--- config.mk ---
export PLATFORM = sky130hd
export DESIGN_NAME = ftdi_rx_frame_parser
export DESIGN_NICKNAME = d
export VERILOG_FILES = /design/src/rtl/ftdi_parser_pkg.sv /design/src/rtl/byte_out_reg.sv /design/src/rtl/ftdi_rx_frame_parser.sv
export SDC_FILE = /design/constraint.sdc
export NUM_CORES = 1
export LEC_CHECK = 0
export ABC_CLOCK_PERIOD_IN_PS = 2590
export CAP_MARGIN = 30
export CORE_ASPECT_RATIO = 0.8
export CORE_MARGIN = 5
export CORE_UTILIZATION = 25
export CTS_CLUSTER_SIZE = 25
export DETAILED_ROUTE_END_ITERATION = 8
export GPL_TIMING_DRIVEN = 0
export PLACE_DENSITY = 0.41
export SYNTH_ARGS = -nofsm -noshare
export SYNTH_HDL_FRONTEND = slang
export SYNTH_HIERARCHICAL = 1
export SYNTH_SLANG_ARGS = --single-unit
export TNS_END_PERCENT = 10
--- constraint.sdc ---
create_clock -name clk -period 2.59 [get_ports clk]
set_clock_uncertainty 0.1 [all_clocks]
set_input_delay 0.259 -clock clk [delete_from_list [all_inputs] [get_ports clk]]
set_output_delay 0.259 -clock clk [all_outputs]
set_load 0.02 [all_outputs]
--- src/rtl/ftdi_parser_pkg.sv ---
// ftdi_parser_pkg: shared state encoding, error codes and default sync byte for the RX frame parser
package ftdi_parser_pkg;
  typedef enum logic [1:0] {IDLE, LEN, PAYLOAD, CHK} state_t;
  localparam logic [1:0] ERR_LEN = 2'd1;
  localparam logic [1:0] ERR_CHK = 2'd2;
  localparam logic [1:0] ERR_TIMEOUT = 2'd3;
  localparam logic [7:0] DEFAULT_SYNC_BYTE = 8'hA5;
endpackage

--- src/rtl/byte_out_reg.sv ---
// byte_out_reg: single-entry valid/ready register holding {last, data} for the payload stream
module byte_out_reg (
  input  logic       clk,
  input  logic       rst,
  input  logic       in_valid,
  input  logic [8:0] in_data,
  output logic       in_ready,
  input  logic       m_ready,
  output logic       m_valid,
  output logic [7:0] m_data,
  output logic       m_last
);
  assign in_ready = ~m_valid | m_ready;
  // load a new byte whenever the slot is empty or being drained this cycle
  always_ff @(posedge clk) begin
    if (rst) begin
      m_valid <= 1'b0;
      m_last <= 1'b0;
      m_data <= '0;
    end else if (in_ready) begin
      m_valid <= in_valid;
      if (in_valid) {m_last, m_data} <= in_data;
    end
  end
endmodule

--- src/rtl/ftdi_rx_frame_parser.sv ---
// ftdi_rx_frame_parser: sync-hunting, length-prefixed, checksummed frame parser on the FTDI RX byte stream
module ftdi_rx_frame_parser
  import ftdi_parser_pkg::*;
#(
  parameter logic [7:0]  SYNC_BYTE = DEFAULT_SYNC_BYTE,
  parameter int unsigned TIMEOUT_CYCLES = 50000
) (
  input  logic       clk,
  input  logic       rst,
  input  logic       rx_valid,
  output logic       rx_ready,
  input  logic [7:0] rx_data,
  output logic       m_valid,
  input  logic       m_ready,
  output logic [7:0] m_data,
  output logic       m_last,
  output logic       frame_ok,
  output logic       frame_err,
  output logic [1:0] err_code
);
  localparam int TW = $clog2(TIMEOUT_CYCLES + 1);
  state_t state, state_n;
  logic [7:0] cnt, acc, sum;
  logic [TW-1:0] tmo;
  logic en, rx_hs, out_ready, out_v, tmo_exp, ok_n, err_n;
  logic [1:0] code_n;
  assign rx_ready = en & ((state != PAYLOAD) | out_ready);
  assign rx_hs = rx_valid & rx_ready;
  assign sum = acc + rx_data;
  assign out_v = (state == PAYLOAD) & rx_hs;
  assign tmo_exp = (state != IDLE) & ~rx_valid & (tmo == TW'(TIMEOUT_CYCLES - 1));
  // state register and registered status pulses; en keeps rx_ready low through reset
  always_ff @(posedge clk) begin
    if (rst) begin
      state <= IDLE;
      en <= 1'b0;
      frame_ok <= 1'b0;
      frame_err <= 1'b0;
      err_code <= '0;
    end else begin
      state <= state_n;
      en <= 1'b1;
      frame_ok <= ok_n;
      frame_err <= err_n;
      err_code <= code_n;
    end
  end
  // length down-counter, checksum accumulator and inter-byte idle counter
  always_ff @(posedge clk) begin
    if (rst) begin
      cnt <= '0;
      acc <= '0;
      tmo <= '0;
    end else begin
      if (state == LEN && rx_hs) begin
        cnt <= rx_data;
        acc <= rx_data;
      end else if (out_v) begin
        cnt <= cnt - 8'd1;
        acc <= sum;
      end
      tmo <= (state == IDLE || rx_hs) ? '0 : ~rx_valid ? tmo + TW'(1) : tmo;
    end
  end
  // next-state and status decode; timeout only fires on idle cycles so a handshake always wins
  always_comb begin
    state_n = state;
    ok_n = 1'b0;
    err_n = 1'b0;
    code_n = err_code;
    case (state)
      IDLE:    if (rx_hs && rx_data == SYNC_BYTE) state_n = LEN;
      LEN:     if (rx_hs) begin
                 state_n = (rx_data == 8'd0) ? IDLE : PAYLOAD;
                 err_n = (rx_data == 8'd0);
                 code_n = (rx_data == 8'd0) ? ERR_LEN : err_code;
               end
      PAYLOAD: if (rx_hs && cnt == 8'd1) state_n = CHK;
      CHK:     if (rx_hs) begin
                 state_n = IDLE;
                 ok_n = (sum == 8'd0);
                 err_n = (sum != 8'd0);
                 code_n = (sum != 8'd0) ? ERR_CHK : err_code;
               end
      default: state_n = IDLE;
    endcase
    if (tmo_exp) begin
      state_n = IDLE;
      err_n = 1'b1;
      code_n = ERR_TIMEOUT;
    end
  end
  byte_out_reg u_out (
    .clk(clk),
    .rst(rst),
    .in_valid(out_v),
    .in_data({cnt == 8'd1, rx_data}),
    .in_ready(out_ready),
    .m_ready(m_ready),
    .m_valid(m_valid),
    .m_data(m_data),
    .m_last(m_last)
  );
endmodule

Word-level counts from Yosys, hierarchy flattened
Cells that the tools add are included.
{"block": "word_totals", "ff_bits": 49, "in_bits": 12, "out_inout_bits": 15, "word_cells": 78}
{"block": "classes", "add_sub_neg": 3, "eq_ne": 15, "mux": 21, "n_bitwise": 11, "reduce_logical": 17}
{"operator": "$mux 8", "n": 4}
{"operator": "$mux 2", "n": 10}
{"operator": "$add 16x1->16 const B", "n": 1}
{"operator": "$eq 16x16->1 const B", "n": 1}
{"operator": "$logic_not 8->1", "n": 2}
{"operator": "$ne 3x3->1 const B", "n": 3}
{"operator": "$add 8x8->8", "n": 1}
{"operator": "$eq 8x1->1 const B", "n": 1}
{"operator": "$eq 8x8->1 const B", "n": 1}
{"operator": "$pmux 2 s4", "n": 1}
{"operator": "$reduce_bool 8->1", "n": 1}
{"operator": "$sub 8x1->8 const B", "n": 1}
{"operator": "$ne 2x2->1 const B", "n": 3}
{"operator": "$and 1x1->1", "n": 5}
{"operator": "$reduce_and 5->1", "n": 1}
{"operator": "$eq 2x2->1 const B", "n": 2}
{"operator": "$mux 1", "n": 4}
{"operator": "$ne 2x1->1 const B", "n": 2}
{"operator": "$not 1->1", "n": 4}
{"operator": "$pmux 2 s2", "n": 1}
{"operator": "$reduce_and 4->1", "n": 1}
{"operator": "$reduce_bool 2->1", "n": 2}
{"operator": "$reduce_or 2->1", "n": 2}
{"operator": "$logic_and 1x1->1", "n": 3}
{"operator": "other kinds (9)", "n": 10}

Depth between registers and ports, before layout
{"block": "depth", "depth_word": 8, "ltp_mapped": 11, "ltp_nobuf": 9}

Cells and area by module
The synthesis kept the hierarchy.
{"module": "ftdi_rx_frame_parser", "instances": 1, "cells_each": 267, "area_per_inst_um2": 2173.3, "seq_area_each_um2": 780.7}
{"module": "byte_out_reg", "instances": 1, "cells_each": 45, "area_per_inst_um2": 470.5, "seq_area_each_um2": 200.2}

Worst setup path after synthesis
OpenSTA, ideal clock, no wires.
{"block": "synth_timing", "path_kind": "reg2reg", "start": "register acc[0]", "end": "register err_code[1]", "setup_time_ps": 141, "arrival_time_ps": 2219, "t_required_ps": 2349, "setup_slack_ps": 130, "path_stages_with_launch": 9, "n_path_buf": 0, "synth_period_minus_slack_ps": 2460, "path_cell_list": "dfxtp_1 ha_1 inv_1 fa_1 xnor2_1 or4b_1 or4_4 o21ai_2 a221oi_1"}
{"block": "synth_via", "elab_chain_cells": 4}
{"element": "from (decl)", "line_no": "ftdi_rx_frame_parser.sv:23", "text": "logic [7:0] cnt, acc, sum;"}
{"element": "from (signal assigned)", "line_no": "ftdi_rx_frame_parser.sv:57", "text": "acc <= rx_data;"}
{"element": "from (signal assigned)", "line_no": "ftdi_rx_frame_parser.sv:60", "text": "acc <= sum;"}
{"element": "$add 8x8->8", "line_no": "ftdi_rx_frame_parser.sv:29", "text": "assign sum = acc + rx_data;"}
{"element": "$reduce_bool 8->1", "line_no": "ftdi_rx_frame_parser.sv:83", "text": "code_n = (sum != 8'd0) ? ERR_CHK : err_code;"}
{"element": "$ne 3x3->1 (no source line)"}
{"element": "$reduce_and 5->1 (no source line)"}
{"element": "to (signal assigned)", "line_no": "ftdi_rx_frame_parser.sv:45", "text": "err_code <= code_n;"}
{"element": "to (decl)", "line_no": "ftdi_rx_frame_parser.sv:19", "text": "output logic [1:0] err_code"}
No other way between the ends.
A chain may end at the register's enable or synchronous reset.

Worst setup path in the final report
{"block": "layout_timing", "start": "register acc[0]", "end": "register err_code[0]"}
Same word-level chain as after synthesis.

==> summary.md <==
| Metric | Value |
|---|---|
| Critical R2R Launch | `acc[0]` |
| Clock power share | `0.500` |
| Flop-to-flop setup slack | `0.06 ns` |
| P&R area growth vs syn | `26.0%` |
| CTS tree | `built` |
| N_diodes | `0` |
| Synth area leader | `dfxtp_1` |
| Post-synth EDFFs | `0` |
| Setup CP Type | `reg -> reg` |
| Worst Hold Margin | `0.236 ns` |
| Slowest stage cell on the critical path | `or4b_4` |
| Drt first pass iters | `4` |
| Worst R2R End | `err_code[0]` |
| Initial antenna violation count | `0` |
| Synth unique cells | `58` |
| Sequential element share of the synthesized area | `0.371` |
| Startpoint types | `flip-flop` |
| Power per cell area | `504 nW/um^2` |
| Max cap viols | `0` |
| Multiplexer area fraction after synthesis | `0.00379` |
| Endpoints failing setup | `0` |
| Rows | `33` |
| CP delay by family, top | `simple AND/OR/NAND/NOR gates` |
| Top cell type's share of synthesized area | `0.371` |
| Via density | `4.69` |
| First-pass GRT wire length | `11700 um` |
| Clk sinks | `49` |
| Clock-pin slew on the worst setup and hold paths | `0.07 ns` |
| CP cell instances | `ha_4, inv_2, fa_2, xnor2_2, or4b_4, or4_4, o21ai_4, a211oi_2` |
| CP peak stage delay | `0.52 ns` |
| Hold path start | `rx_valid` |
| P_sw | `0.340 mW` |
| Min cycle time layout | `2.53 ns` |
| Post-Syn Area per Cell | `8.47 sq um` |
| Htree depth | `2` |
| Worst-Skew Late Latency | `0.29 ns` |
| Post-Syn Area | `2640 sq um` |
| Max-slew headroom | `0.571` |
| Sequential share of power | `0.449` |
| Global-route usage over all layers | `0.115` |
| Static leakage | `1.06 nW` |
| Placement-stage cell area | `3070 sq um` |
| Status | `finished, final reports clean` |
| Total CTS buffers | `5` |
| Die width | `125 um` |
| Largest net degree at the start of global routing | `16` |
| WL/cell | `14.8 um` |
| Nets | `366` |
| Post-synthesis simple-gate area fraction | `0.252` |
| Switch share | `0.203` |
| Area share of xor/xnor cells in the synthesized design | `0.0596` |
| Vias in the first global route | `2172` |
| Initial Util | `0.257` |
| I/O Pins | `27` |
| Hold depth | `3` |
| Final instance area | `3330 sq um` |
| DP HPWL | `5370 um` |
| Register-to-Register Path Depth | `8` |
| Post-synth ARST share | `0` |
| Clock Tree Buf Depth | `2` |
| Logic pwr share | `0.050` |
| Achievable Freq | `0.396 GHz` |
| Largest cells by area after synthesis | `dfxtp_1 37%, nand2_1 5.1%, nor2_1 4.8%` |
| Worst vdd ir | `0.231 mV` |
| Worst Tran Pin Value | `0.642 ns` |
| HP Class | `in -> reg` |
| Share of layout cells above drive strength 1 | `0.157` |
| Die Span Y | `102 um` |
| Area fraction in compound gates after synthesis | `0.212` |
| Synth Area in Adders | `0.0549` |
| Largest family of logic cells by synthesized area | `simple AND/OR/NAND/NOR gates` |
| # DRC | `0` |
| Cell Int Power | `1.34 mW` |
| Worst Path Buf+Inv | `1` |
| Worst Path Max Fanout | `2` |
| Synth Instances | `312` |
| WL final | `7140 um` |
| Final period util | `0.975` |
| Clk root buf | `clkbuf_16` |
| Post-DRT Antenna Nets | `0` |
| Via count | `2269` |
| Final Hold Viols | `0` |
| Die ar. | `12700 sq um` |
| CORE AREA | `10300 sq um` |
| CTS hold repair buffers | `0` |
| Total gr overflow | `0` |
| Gpl congestion | `0.779` |
| # port buffers | `25` |
| DRT iter0 DRCs | `173` |
| CP Data Arrival Time | `2.57 ns` |
| Hold EP | `tmo[0]` |
| Slew Viols, Final | `0` |
| Syn nets | `335` |
| Yosys reg bits | `49` |
| Critical Path End Type | `flip-flop` |
| Top FF cell, synth | `dfxtp_1` |
| Total of warnings raised by yosys | `6` |
| CP Data Required Time | `2.64 ns` |
-- sequential cells by signal, indices dropped and copies added, names as in the netlist, named ones only --
register and cells:
acc 8, cnt 8, en 1, err_code 2, frame_err 1, frame_ok 1
state 1, tmo 16, u_out/m_data 8, u_out/m_last 1, u_out/m_valid 1
-- worst max-delay path by stage --
stage	slack, ns	cells past startpoint	start	endpoint
after global routing	-0.007	8	acc[0]	err_code[0]
after detailed placement	-0.68	9	rx_data[0]	err_code[1]
after CTS	0.006	8	acc[0]	err_code[1]
after floorplan	0.13	8	acc[0]	err_code[1]
after global placement	-0.68	9	rx_data[0]	err_code[1]
final	0.06	8	acc[0]	err_code[0]
-- worst min-delay path, delay by kind of cell --
kind	cells	cell delay (ns)
buf+inv	1	0.18
xor+xnor	1	0.08
simple gates	1	0.07
-- per-stage QoR --
stage	power, mW	instances	util	setup slack (ns)	setup TNS, ns
after CTS	1.70	484	0.318	0.00573	0
after global routing	1.74	484	0.324	-0.00652	-0.0105
after detailed placement	0.851	477	0.299	-0.678	-5.93
after floorplan	0.810	312	-	0.130	0
after global placement	0.852	477	0.299	-0.676	-6.00
final	1.68	484	0.324	0.0644	0
-- cells in the mapped netlist (5+ instances only) --
master,instances
dfxtp_1,49
nand4_1,7
nand2_1,36
nor2_1,34
a21oi_2,9
nor3_1,5
a21bo_1,9
buf_2,6
o211ai_1,7
xnor2_1,6
ha_1,10
nand3_1,13
a21oi_1,17
xor2_1,12
inv_1,12
a31oi_1,13
o21ai_0,9
-- power by group through the flow --
stage / sequential, mW / combinational [mW] / clock, mW
final: 0.755 / 0.0844 / 0.840
after global routing: 0.754 / 0.0919 / 0.895
after CTS: 0.754 / 0.0805 / 0.865
after detailed placement: 0.772 / 0.0791 / 0
after global placement: 0.772 / 0.0801 / 0
after floorplan: 0.772 / 0.0385 / 0
-- what timing repair did --
action | in CTS | in global routing
gates resized for setup | 5 | 18
pin swaps | 2 | 1
setup endpoints to repair | 14 | 4
buffers inserted | 0 | 0
-- per-layer routing --
| metal | up-vias | track usage | routed length, um |
|---|---|---|---|
| met5 | - | 0 | 0 |
| met4 | 0 | 0.0350 | 68 |
| met3 | 4 | 0.0251 | 290 |
| met2 | 40 | 0.158 | 2810 |
| met1 | 1050 | 0.177 | 3970 |
| li1 | 1175 | - | - |
-- layout by cell type (no fill, tap or decap), types with 3 or more instances in the layout --
master           netlist  layout
a21bo_1                9       9
a21oi_1               17      15
a21oi_2                9      11
a31oi_1               13      13
buf_2                  6       4
clkbuf_1               3       3
clkbuf_16              0       5
clkdlybuf4s50_1        0      22
dfxtp_1               49      48
ha_1                  10       8
inv_1                 12      11
nand2_1               36      36
nand2b_1               4       3
nand3_1               13      13
nand4_1                7       7
nor2_1                34      34
nor3_1                 5       5
nor4_1                 3       3
o211ai_1               7       7
o21ai_0                9       9
or3_1                  4       4
xnor2_1                6       5
xor2_1                12      12
-- cells by family (layout without fill, tap and decap cells) --
family / after synthesis / count (layout)
adder cells (fa/ha/maj): 11 / 11
buffers and inverters: 26 / 58
AO/OA/AOI/OAI: 79 / 79
XOR/XNOR: 18 / 18
multiplexers: 1 / 1
AND/OR/NAND/NOR: 128 / 128
flip-flops: 49 / 49
-- layout make-up --
class | instances | area (sq um)
plain buffers | 12 | 70.1
flip-flops and latches | 49 | 982
well taps | 140 | 175
multi-input cells | 237 | 1620
fillers | 1042 | 6950
clock buffers | 5 | 125
repair buffers | 25 | 246
inverters | 13 | 48.8
clock inverters | 3 | 65.1
Note: power is estimated with default switching activity, not from simulation.
